### src/rtl/rv_isa_pkg.sv
// RV32I encoding constants and the decoded control word shared by the decode stage and its
// immediate generator.
package rv_isa_pkg;

   localparam logic [6:0] OpcOp     = 7'b0110011;
   localparam logic [6:0] OpcOpImm  = 7'b0010011;
   localparam logic [6:0] OpcLoad   = 7'b0000011;
   localparam logic [6:0] OpcStore  = 7'b0100011;
   localparam logic [6:0] OpcBranch = 7'b1100011;
   localparam logic [6:0] OpcJal    = 7'b1101111;
   localparam logic [6:0] OpcJalr   = 7'b1100111;
   localparam logic [6:0] OpcLui    = 7'b0110111;
   localparam logic [6:0] OpcAuipc  = 7'b0010111;

   localparam logic [1:0] RdSelMem = 2'b00;
   localparam logic [1:0] RdSelPc4 = 2'b01;
   localparam logic [1:0] RdSelAlu = 2'b10;
   localparam logic [1:0] RdSelImm = 2'b11;

   localparam logic [2:0] F3Add = 3'b000;
   localparam logic [2:0] F3Sll = 3'b001;
   localparam logic [2:0] F3Srl = 3'b101;

   localparam logic [6:0] F7Base = 7'b0000000;
   localparam logic [6:0] F7Alt  = 7'b0100000;

   typedef enum logic [2:0] {
      ImmNone,
      ImmI,
      ImmShamt,
      ImmS,
      ImmB,
      ImmU,
      ImmJ
   } imm_fmt_e;

   typedef struct packed {
      logic [4:0] rsa;
      logic [4:0] rsb;
      logic [4:0] rd;
      logic [2:0] func3;
      logic       sub_sra;
      logic       alu_sel_a;
      logic       alu_sel_b;
      logic [1:0] rd_sel;
      logic [2:0] sx_size;
      logic       pc_next_sel;
      logic       branch;
      logic       rd_we;
      logic       mem_we;
      logic       mem_re;
      logic       illegal;
   } ctrl_t;

endpackage

### src/rtl/rv_imm_gen.sv
// Combinational immediate generator: picks the RV32I immediate layout for the decoded format and
// sign-extends it to XLEN.
module rv_imm_gen
   import rv_isa_pkg::*;
#(
   parameter int unsigned XLEN = 32
) (
   input  logic [31:0]     insn,
   input  imm_fmt_e        fmt,
   output logic [XLEN-1:0] imm
);

   logic [31:0] imm32;

   always_comb begin
      imm32 = '0;
      case (fmt)
         ImmI:     imm32 = {{20{insn[31]}}, insn[31:20]};
         // Shifts carry only the shift amount; the func7 bits above it are not part of the value.
         ImmShamt: imm32 = {27'd0, insn[24:20]};
         ImmS:     imm32 = {{20{insn[31]}}, insn[31:25], insn[11:7]};
         ImmB:     imm32 = {{19{insn[31]}}, insn[31], insn[7], insn[30:25], insn[11:8], 1'b0};
         ImmU:     imm32 = {insn[31:12], 12'd0};
         ImmJ:     imm32 = {{11{insn[31]}}, insn[31], insn[19:12], insn[20], insn[30:21], 1'b0};
         default:  imm32 = '0;
      endcase
   end

   assign imm = XLEN'($signed(imm32));

endmodule

### src/rtl/rv_decode_stage.sv
// Registered, handshaked RV32I decode stage with an optional two-entry skid buffer between
// fetch and execute.
module rv_decode_stage
   import rv_isa_pkg::*;
#(
   parameter int unsigned XLEN    = 32,
   parameter bit          SKID_EN = 1'b1,
   parameter bit          STRICT  = 1'b1
) (
   input  logic            CLK,
   input  logic            RST_N,
   input  logic            flush,
   input  logic            in_valid,
   output logic            in_ready,
   input  logic [31:0]     INSN,
   input  logic [XLEN-1:0] pc_in,
   output logic            out_valid,
   input  logic            out_ready,
   output logic [XLEN-1:0] pc_out,
   output logic [4:0]      rsa,
   output logic [4:0]      rsb,
   output logic [4:0]      rd,
   output logic [2:0]      func3,
   output logic            sub_sra,
   output logic            alu_sel_a,
   output logic            alu_sel_b,
   output logic [1:0]      rd_sel,
   output logic [XLEN-1:0] imm,
   output logic [2:0]      sx_size,
   output logic            pc_next_sel,
   output logic            branch,
   output logic            rd_we,
   output logic            mem_we,
   output logic            mem_re,
   output logic            illegal
);

   logic [6:0]      opcode;
   logic [2:0]      f3;
   logic [6:0]      f7;
   ctrl_t           ctrl;
   imm_fmt_e        fmt;
   logic            known;
   logic            reserved;
   logic [XLEN-1:0] imm_dec;

   assign opcode = INSN[6:0];
   assign f3     = INSN[14:12];
   assign f7     = INSN[31:25];

   always_comb begin
      ctrl        = '0;
      ctrl.rsa    = INSN[19:15];
      ctrl.rsb    = INSN[24:20];
      ctrl.rd     = INSN[11:7];
      ctrl.func3  = f3;
      ctrl.rd_sel = RdSelAlu;
      fmt         = ImmNone;
      known       = 1'b1;
      reserved    = 1'b0;
      case (opcode)
         OpcOp: begin
            ctrl.rd_we   = 1'b1;
            ctrl.sub_sra = INSN[30] | (f3[2:1] == 2'b01);
            reserved     = !((f7 == F7Base) || ((f7 == F7Alt) && ((f3 == F3Add) || (f3 == F3Srl))));
         end
         OpcOpImm: begin
            fmt            = ((f3 == F3Sll) || (f3 == F3Srl)) ? ImmShamt : ImmI;
            ctrl.rsb       = '0;
            ctrl.alu_sel_b = 1'b1;
            ctrl.rd_we     = 1'b1;
            ctrl.sub_sra   = ((f3 == F3Srl) && INSN[30]) || (f3[2:1] == 2'b01);
            reserved       = ((f3 == F3Sll) && (f7 != F7Base)) ||
                             ((f3 == F3Srl) && (f7 != F7Base) && (f7 != F7Alt));
         end
         OpcLoad: begin
            fmt            = ImmI;
            ctrl.rsb       = '0;
            ctrl.func3     = F3Add;
            ctrl.alu_sel_b = 1'b1;
            ctrl.rd_sel    = RdSelMem;
            ctrl.sx_size   = f3;
            ctrl.rd_we     = 1'b1;
            ctrl.mem_re    = 1'b1;
            reserved       = (f3 == 3'b011) || (f3[2:1] == 2'b11);
         end
         OpcStore: begin
            fmt            = ImmS;
            ctrl.func3     = F3Add;
            ctrl.alu_sel_b = 1'b1;
            ctrl.sx_size   = f3;
            ctrl.mem_we    = 1'b1;
            reserved       = (f3 >= 3'b011);
         end
         OpcBranch: begin
            fmt          = ImmB;
            ctrl.sub_sra = 1'b1;
            ctrl.branch  = 1'b1;
            reserved     = (f3[2:1] == 2'b01);
         end
         OpcJal: begin
            fmt              = ImmJ;
            ctrl.rsa         = '0;
            ctrl.rsb         = '0;
            ctrl.func3       = F3Add;
            ctrl.alu_sel_a   = 1'b1;
            ctrl.alu_sel_b   = 1'b1;
            ctrl.rd_sel      = RdSelPc4;
            ctrl.pc_next_sel = 1'b1;
            ctrl.rd_we       = 1'b1;
         end
         OpcJalr: begin
            fmt              = ImmI;
            ctrl.rsb         = '0;
            ctrl.func3       = F3Add;
            ctrl.alu_sel_b   = 1'b1;
            ctrl.rd_sel      = RdSelPc4;
            ctrl.pc_next_sel = 1'b1;
            ctrl.rd_we       = 1'b1;
            reserved         = (f3 != F3Add);
         end
         OpcLui: begin
            fmt            = ImmU;
            ctrl.rsa       = '0;
            ctrl.rsb       = '0;
            ctrl.alu_sel_b = 1'b1;
            ctrl.rd_sel    = RdSelImm;
            ctrl.rd_we     = 1'b1;
         end
         OpcAuipc: begin
            fmt            = ImmU;
            ctrl.rsa       = '0;
            ctrl.rsb       = '0;
            ctrl.func3     = F3Add;
            ctrl.alu_sel_a = 1'b1;
            ctrl.alu_sel_b = 1'b1;
            ctrl.rd_we     = 1'b1;
         end
         default: known = 1'b0;
      endcase
      ctrl.illegal = !known || (STRICT && reserved);
      // An illegal instruction still flows downstream, but must have no side effects.
      if (ctrl.illegal || (ctrl.rd == 5'd0)) ctrl.rd_we = 1'b0;
      if (ctrl.illegal) begin
         ctrl.mem_we      = 1'b0;
         ctrl.mem_re      = 1'b0;
         ctrl.pc_next_sel = 1'b0;
         ctrl.branch      = 1'b0;
      end
   end

   rv_imm_gen #(
      .XLEN(XLEN)
   ) u_imm_gen (
      .insn(INSN),
      .fmt (fmt),
      .imm (imm_dec)
   );

   ctrl_t           out_ctrl_q, out_ctrl_d, skid_ctrl_q, skid_ctrl_d;
   logic [XLEN-1:0] out_pc_q, out_pc_d, skid_pc_q, skid_pc_d;
   logic [XLEN-1:0] out_imm_q, out_imm_d, skid_imm_q, skid_imm_d;
   logic            out_valid_q, out_valid_d, skid_valid_q, skid_valid_d;
   logic            rdy_q;
   logic            accept;
   logic            out_free;

   assign out_free = ~out_valid_q | out_ready;
   // rdy_q holds off acceptance until the first edge after reset release.
   assign in_ready = rdy_q & (SKID_EN ? ~skid_valid_q : out_free);
   assign accept   = in_valid & in_ready & ~flush;

   always_comb begin
      out_ctrl_d   = out_ctrl_q;
      out_pc_d     = out_pc_q;
      out_imm_d    = out_imm_q;
      out_valid_d  = out_valid_q;
      skid_ctrl_d  = skid_ctrl_q;
      skid_pc_d    = skid_pc_q;
      skid_imm_d   = skid_imm_q;
      skid_valid_d = skid_valid_q;
      if (flush) begin
         out_valid_d  = 1'b0;
         skid_valid_d = 1'b0;
      end else if (out_free) begin
         if (skid_valid_q) begin
            // in_ready is low while the skid is full, so nothing new arrives this cycle.
            out_ctrl_d   = skid_ctrl_q;
            out_pc_d     = skid_pc_q;
            out_imm_d    = skid_imm_q;
            out_valid_d  = 1'b1;
            skid_valid_d = 1'b0;
         end else begin
            out_valid_d = accept;
            if (accept) begin
               out_ctrl_d = ctrl;
               out_pc_d   = pc_in;
               out_imm_d  = imm_dec;
            end
         end
      end else if (accept) begin
         skid_ctrl_d  = ctrl;
         skid_pc_d    = pc_in;
         skid_imm_d   = imm_dec;
         skid_valid_d = 1'b1;
      end
   end

   always_ff @(posedge CLK or negedge RST_N) begin
      if (!RST_N) begin
         out_ctrl_q   <= '0;
         out_pc_q     <= '0;
         out_imm_q    <= '0;
         out_valid_q  <= 1'b0;
         skid_ctrl_q  <= '0;
         skid_pc_q    <= '0;
         skid_imm_q   <= '0;
         skid_valid_q <= 1'b0;
         rdy_q        <= 1'b0;
      end else begin
         out_ctrl_q   <= out_ctrl_d;
         out_pc_q     <= out_pc_d;
         out_imm_q    <= out_imm_d;
         out_valid_q  <= out_valid_d;
         skid_ctrl_q  <= skid_ctrl_d;
         skid_pc_q    <= skid_pc_d;
         skid_imm_q   <= skid_imm_d;
         skid_valid_q <= skid_valid_d;
         rdy_q        <= 1'b1;
      end
   end

   assign out_valid   = out_valid_q;
   assign pc_out      = out_pc_q;
   assign imm         = out_imm_q;
   assign rsa         = out_ctrl_q.rsa;
   assign rsb         = out_ctrl_q.rsb;
   assign rd          = out_ctrl_q.rd;
   assign func3       = out_ctrl_q.func3;
   assign sub_sra     = out_ctrl_q.sub_sra;
   assign alu_sel_a   = out_ctrl_q.alu_sel_a;
   assign alu_sel_b   = out_ctrl_q.alu_sel_b;
   assign rd_sel      = out_ctrl_q.rd_sel;
   assign sx_size     = out_ctrl_q.sx_size;
   assign pc_next_sel = out_ctrl_q.pc_next_sel;
   assign branch      = out_ctrl_q.branch;
   assign rd_we       = out_ctrl_q.rd_we;
   assign mem_we      = out_ctrl_q.mem_we;
   assign mem_re      = out_ctrl_q.mem_re;
   assign illegal     = out_ctrl_q.illegal;

endmodule

### config.mk
export PLATFORM = sky130hd
export DESIGN_NAME = rv_decode_stage
export DESIGN_NICKNAME = d
export VERILOG_FILES = /design/src/rtl/rv_isa_pkg.sv /design/src/rtl/rv_imm_gen.sv /design/src/rtl/rv_decode_stage.sv
export SDC_FILE = /design/constraint.sdc
export NUM_CORES = 1
export LEC_CHECK = 0
export ABC_AREA = 1
export CELL_PAD_IN_SITES_DETAIL_PLACEMENT = 0
export CELL_PAD_IN_SITES_GLOBAL_PLACEMENT = 1
export CORE_ASPECT_RATIO = 1.25
export CORE_UTILIZATION = 32
export CTS_BUF_LIST = sky130_fd_sc_hd__clkbuf_2 sky130_fd_sc_hd__clkbuf_4 sky130_fd_sc_hd__clkbuf_8
export DETAILED_ROUTE_END_ITERATION = 10
export GPL_TIMING_DRIVEN = 0
export PLACE_DENSITY = 0.65
export SKIP_LAST_GASP = 1
export SLEW_MARGIN = 25
export SYNTH_ARGS = -nofsm -noshare
export SYNTH_HDL_FRONTEND = slang
export SYNTH_SLANG_ARGS = --single-unit
### constraint.sdc
create_clock -name CLK -period 1.7 [get_ports CLK]
set_input_delay 0.34 -clock CLK [delete_from_list [all_inputs] [get_ports CLK]]
set_output_delay 0.34 -clock CLK [all_outputs]
set_load 0.03 [all_outputs]
==> results of run 1 <==
==> path summary, 6_finish.rpt <==
| path | startpoint | endpoint | depth (start not counted) |
|---|---|---|---|
| max | skid_valid_q | imm[9] | 10 |
| min | INSN[14] | skid_ctrl_q[16] | 3 |
| max in group asynchronous | RST_N | imm[25] | 3 |
| min reg2reg | imm[25] | imm[25] | 2 |
| max reg2reg | skid_valid_q | imm[9] | 10 |
| min in group asynchronous | RST_N | pc_out[24] | 2 |
==> routing by layer <==
layer / GRT usage [%] / share of wire (%)
met3: 3.09 / 3.2
met5: 0 / 0.036
met4: 7.73 / 2.6
met1: 27.4 / 45
met2: 38.0 / 50
==> cells in the final DEF (no fill, tap or decap), types with 7 or more instances in the layout <==
master,n
o21ai_0,117
a31oi_1,17
nor2_2,15
a21oi_1,15
nand4_1,13
nand2_2,9
nand2_1,394
buf_8,8
buf_6,19
nor2_1,119
nand3_1,30
o21ai_1,52
nand2_4,7
inv_1,67
clkbuf_8,18
clkbuf_4,12
dlygate4sd2_1,101
nor2_4,11
clkdlybuf4s50_1,56
o21ai_2,13
buf_4,31
dfrtp_1,195
clkbuf_1,7
==> area by class of cell <==
cell class	count	share of cell area [%]
tap	355	3.59
clock inverter	11	0.838
multi-input combinational	844	32.1
clock buffer	20	2.07
timing repair buffer	194	14.8
sequential	195	39.4
inverter	77	2.42
buffer	65	4.76
==> kinds of logic after synthesis <==
| kind of cell | count (synthesis) |
|---|---|
| and+or+nand+nor | 618 |
| AOI/OAI and AO/OA | 225 |
| DFF | 195 |
| buffers and inverters | 144 |
| other | 1 |
==> sequential cells by signal, indices dropped and copies added, names as in the netlist, 2 cells and up <==
name / count
rd_sel: 2
func3: 3
pc_out: 32
rsa: 5
skid_ctrl_q: 32
rd: 5
skid_pc_q: 32
imm: 32
sx_size: 3
skid_imm_q: 32
rsb: 5
==> power by group through the flow <==
stage | clock network, uW | registers [uW] | logic, uW
final | 2950 | 5720 | 2650
after global routing | 3240 | 5820 | 2920
after CTS | 3070 | 5730 | 2610
after detailed placement | 0 | 5840 | 2780
after global placement | 0 | 5820 | 2740
after floorplan | 0 | 6430 | 865
==> stage by stage <==
step | setup slack [ns] | hold WS [ns] | util (%)
global placement | -8.56 | 0.457 | 40.0
floorplan | 0.0120 | 0.0444 | -
finish | -0.0197 | 0.305 | 43.6
global route | -0.0993 | 0.322 | 43.6
detailed placement | -0.846 | 0.304 | 40.2
CTS | -0.157 | 0.351 | 42.5
==> worst max-delay path: cells and delay by family, from the launching register on <==
family / cells / cell delay [ns]
flops: 1 / 0.39
compound gates: 1 / 0.15
buf+inv: 5 / 0.62
simple gates: 4 / 0.47
==> repair_timing <==
action,4_1_cts,5_1_grt
hold buffers,1,0
endpoints found under the hold margin,54,0
buffers inserted,17,5
cloned,2,1
setup endpoints to repair,290,194
pin swaps,14,22
gates resized for setup,215,144
==> run_results.csv, run 1 <==
group,metric,value,unit
floorplanning,die_w,154,um
pwr,clkPwrFrac,26.1,%
placement,dpl_cell_area,11400,um2
cts,clock_sinks,195,
critical_path,end_kind,"flip-flop",
critical_path,crit_arrival,2.10,ns
yosys,synth-edff-count,0,
drt,drcViolationCount,0,
layout,drive_gt1_share,14.4,%
global_route,gr-total-overflow,0,
critical_path,reg2reg_slack,-0.02,ns
yosys,yosys.area_share.adder,0,%
sta,fin_tns_setup,-0.0377,ns
yosys,synth_cell_types,35,
critical_path,crit_path_max_fanout,5,
floorplanning,die_area,29600,um2
floorplanning,initial_utilization,32.6,%
drt,wl_per_cell,17.6,um
sta,rsz0062_at_grt,"yes",
drt,routed-via-count,8505,
yosys,synth_top_family_by_area,"simple AND/OR/NAND/NOR gates",
yosys,yosysSeqAreaShare,52.8,%
sta,setup_viol,2,
global_route,grt_antenna_before_repair,1,
pwr,p_total,11300,uW
global_route,grt_usage,21.8,%
layout,area_delta_synth_final,33.9,%
yosys,synth_compound_area_share,12.7,%
critical_path,required,2.08,ns
yosys,ys.flop_type,"dfrtp_1",
layout,finalNonFillerCells,1761,
critical_path,slowest_stage,"dfrtp_1",
pwr,p_seq_share,50.6,%
critical_path,critPathLaunchType,"flip-flop",
yosys,synth_top_area_share,52.8,%
sta,tightestPinTransition,0.647,ns
critical_path,critPathMostFrequentCell,"buf_6",
global_route,grt_pass1_wl,48.5,mm
yosys,synthCells,1183,
cts,cts_inserted_buffers,17,
floorplanning,io_pins,167,
sta,maxSlewHeadroom,56.9,%
yosys,synth_simple_gate_area_share,27.9,%
yosys,avgSynthCellArea,7.82,um2
drt,drt_iter0_markers,424,
yosys,synth_nets,1252,
cts,cts-htree-levels,4,
pwr,p_sw_share,33.2,%
yosys,synth_common_cells,"401 x nand2_1, 195 x dfrtp_1, 169 x o21ai_0, 137 x nor2_1, 68 x inv_1",
critical_path,path_class,"reg -> reg",
yosys,synth.most_common_cell,"nand2_1",
global_route,grt_pass1_vias,8549,
pwr,power_frac_comb,23.4,%
yosys,yosys_warnings,0,
sta,setup_slack,-0.0197,ns
outcome,violations,"setup timing",
layout,regArea,4880,um2
sta,finalClockSkew,0.0114,ns
cts,cts_tree,"yes",
cts,clkTransAtPathRegs,0.10,ns
placement,dp_hpwl,22.2,mm
worst_hold_path,hold_path.class,"in -> reg",
sta,fin_crit,1.72,ns
critical_path,path_cells,"buf_6 -> clkinvlp_4 -> nand2_4 -> nand2_4 -> nor2_4 -> buf_6 -> buf_6 -> buf_4 -> or2_2 -> a21boi_2",
sta,hold_viol_final,0,
drt,routed_wl,30.9,mm
pwr,max-vdd-ir-drop,450,uV
layout,nets,1463,
drt,detail-route-antenna-nets,0,
yosys,netlist_area,9250,um2
layout,n_antenna_cell,0,
placement,place.gp.congestion,0.868,
drt,dr.pass1.iters,5,
yosys,yosysTopAreaCell,"dfrtp_1",
cts,worst_skew_pair.late_latency,0.48,ns
drt,routed_via_density,4.83,
pwr,switchingPower,3760,uW
placement,io_buffer_count,166,
pwr,cellPowerDensity,914,nW/um2
floorplanning,fp.dieH,192,um
yosys,synth_xor_area_share,0,%
global_route,grt_start_max_net_pins,85,
pwr,p_leak,0.00655,uW
job,max_cap_viol_count,0,
yosys,synth.area.mux_share,0,%
yosys,ys_ff_latch,195,
sta,maxSlewViolCount,0,
critical_path,max_stage_delay,0.39,ns
layout,multi_input_area,3980,um2
cts,clockRootBuffer,"clkbuf_8",
floorplanning,core.rowCount,69,
cts,clockBufferDepth,2,
sta,fin_crit_sh,101,%
pwr,cell_internal_pwr,7570,uW
outcome,outcome,"finished with violations",
yosys,async_flop_share,100,%
layout,fin_area,12400,um2
sta,fmax,581,MHz
floorplanning,placeableCoreArea,28400,um2
yosys,synth_area_leaders,"dfrtp_1 53%, nand2_1 16%, o21ai_0 9.1%",
layout,fill_cells,2961,
placement,dp.cells,1706,
Note: power is estimated with default switching activity, not from simulation.
==> run 2, diff against run 1 <==
CTS_BUF_LIST = sky130_fd_sc_hd__clkbuf_4   (was sky130_fd_sc_hd__clkbuf_2 sky130_fd_sc_hd__clkbuf_4 sky130_fd_sc_hd__clkbuf_8)
DONT_BUFFER_PORTS = 1   (was default)
PLACE_DENSITY = 0.55   (was 0.65)
==> run 2 against run 1 <==
  * The flow finishes with violations (hold timing, setup timing)
  * Sequential cell count stayed put
  * Maximum frequency shrank 8.7%
  * Critical path depth up 1
  * Global-route usage is 1.9 points higher
  * Worst setup slack worse by 0.16 ns
  * Cell count fell by 5.4%
  * Combinational power fell by 43%
  * Non-clock buffer count down 95
  * Hold slack got worse by 0.92 ns
==> run_results.csv, run 2 (synthesis results as in run 1) <==
group,metric,value,unit
critical_path,critical_path.top_delay_family,"buffers and inverters",
layout,regArea,4880,um2
outcome,outcome,"finished with violations",
critical_path,crit_path_max_fanout,6,
critical_path,critPathMostFrequentCell,"buf_12",
critical_path,required,2.26,ns
critical_path,path_cells,"buf_6 -> nor2_4 -> nand2_4 -> buf_6 -> nor2_4 -> buf_12 -> buf_12 -> buf_12 -> buf_16 -> nand2_1 -> nand2_1",
layout,final_cell_mix,"356 x nand2_1, 194 x dfrtp_1, 121 x nor2_1",
critical_path,reg2reg_slack,-0.18,ns
cts,clkTransAtPathRegs,0.16,ns
critical_path,r2r_start,"skid_valid_q",
cts,worst_skew_pair.late_latency,0.62,ns
sta,maxSlewHeadroom,56.7,%
sta,fmax,531,MHz
outcome,violations,"hold timing, setup timing",
sta,fin_crit,1.88,ns
drt,drt_iter0_markers,498,
placement,place.gp.congestion,0.837,
floorplanning,placeableCoreArea,28400,um2
worst_hold_path,hold_path.class,"in -> async",
critical_path,r2r-end,"skid_ctrl_q[26]",
sta,tightestPinTransition,0.649,ns
sta,finalClockSkew,0.0184,ns
drt,dr.pass1.iters,5,
critical_path,end_kind,"flip-flop",
sta,fin_hold_ws,-0.612,ns
drt,wl_per_cell,20.4,um
layout,drive_gt1_share,18.7,%
pwr,cellPowerDensity,895,nW/um2
layout,area_delta_synth_final,31.1,%
sta,hold_viol_final,196,
cts,cts_tree,"yes",
drt,detail-route-antenna-nets,0,
floorplanning,core.rowCount,69,
cts,cts_inserted_buffers,17,
layout,multi_input_area,4080,um2
critical_path,slowest_stage,"dfrtp_1",
critical_path,critPathLaunchType,"flip-flop",
global_route,grt_usage,23.7,%
floorplanning,initial_utilization,32.6,%
cts,cts-htree-levels,4,
layout,fill_cells,2930,
critical_path,crit_arrival,2.44,ns
global_route,grt_antenna_before_repair,1,
sta,setup_slack,-0.184,ns
floorplanning,die_area,29600,um2
drt,routed_wl,34.0,mm
layout,nets,1368,
critical_path,reg2reg_depth,11,
critical_path,max_stage_delay,0.40,ns
drt,routed_via_density,4.95,
cts,clockRootBuffer,"clkbuf_4",
critical_path,worst-path-buf-inv,6,
placement,dp_hpwl,22.2,mm
drt,drcViolationCount,0,
critical_path,path_class,"reg -> reg",
global_route,grt_start_max_net_pins,196,
sta,fin_crit_sh,111,%
pwr,p_leak,0.00615,uW
cts,clockBufferDepth,2,
floorplanning,die_w,154,um
global_route,gr-total-overflow,0,
placement,io_buffer_count,0,
global_route,grt_pass1_vias,8527,
global_route,grt_pass1_wl,51.9,mm
pwr,p_total,10900,uW
sta,maxSlewViolCount,0,
sta,setup_viol,193,
pwr,max-vdd-ir-drop,372,uV
job,max_cap_viol_count,0,
floorplanning,io_pins,167,
cts,clock_sinks,195,
layout,mostFrequentLayoutCell,"nand2_1",
sta,rsz0062_at_grt,"yes",
drt,routed-via-count,8251,
placement,dp.cells,1538,
layout,finalNonFillerCells,1666,
floorplanning,fp.dieH,192,um
## run 2: cell types whose count changed in the layout (fill, tap and decap cells not counted), sizes merged
cell,delta
clkdlybuf4s50,-56
bufinv,+3
clkinvlp,-2
dlygate4sd3,+60
diode,+1
inv,-2
clkdlybuf4s15,-3
buf,-2
clkinv,+1
dlygate4sd2,-101
clkbuf,+9
dlymetal6s2s,-3
## run 2: layer usage
metal	GRT usage [%]	routed length, um	up-vias
met3	5.28	1580	30
met1	28.4	14300	4032
met4	6.69	575	0
met2	42.4	17600	175
met5	0	0	-
li1	-	-	4014
## run 2: stage by stage
step	utilization, %	instance area, um2	setup slack (ns)	TNS [ns]
final	42.7	12100	-0.184	-19.45
after global routing	42.7	12100	-0.274	-36.64
after CTS	41.0	11600	-0.168	-21.38
after detailed placement	34.1	9700	-0.574	-79.32
after global placement	34.1	9700	-0.571	-79.16
after floorplan	-	9250	0.0120	0
## run 2: worst reg2reg max path: stages (launching register included)
cell,delay (ns)
dfrtp_1,0.40
buf_6,0.13
nor2_4,0.23
nand2_4,0.12
buf_6,0.14
nor2_4,0.15
buf_12,0.15
buf_12,0.16
buf_12,0.12
buf_16,0.13
nand2_1,0.06
nand2_1,0.06
## run 2: how the worst max path moves through the flow
stage | to | cells after the start | slack, ns | start
finish | skid_ctrl_q[26] | 11 | -0.18 | skid_valid_q
global route | imm[23] | 12 | -0.27 | skid_valid_q
CTS | imm[23] | 12 | -0.17 | skid_valid_q
detailed placement | skid_pc_q[31] | 9 | -0.57 | out_valid
global placement | skid_pc_q[31] | 9 | -0.57 | out_valid
floorplan | skid_imm_q[31] | 9 | 0.01 | out_valid
## run 2: repair_timing
| item | in CTS | in global routing |
|---|---|---|
| endpoints found under the hold margin | 333 | 199 |
| gates cloned | 14 | 5 |
| setup endpoints to repair | 193 | 194 |
| hold buffers | 59 | 2 |
| resized for setup | 182 | 153 |
| pin swaps | 7 | 13 |
| setup buffers | 14 | 6 |
## run 2: cell type report
cell class              count  area share (%)
well taps                 355            3.66
inverters                  77            2.56
multi-input cells         844            33.6
repair buffers             98            10.6
clock inverters            11            1.34
diodes                      1          0.0206
flip-flops and latches    195            40.3
plain buffers              66            6.76
clock buffers              19            1.18
## run 2: where the power goes
group          switching (uW)  internal, uW  leakage (uW)  total, uW
logic                     790           714       0.00353       1500
registers                1130          5370       0.00246       6500
clock network            1680          1170      0.000163       2850
total                    3590          7260       0.00615      10900
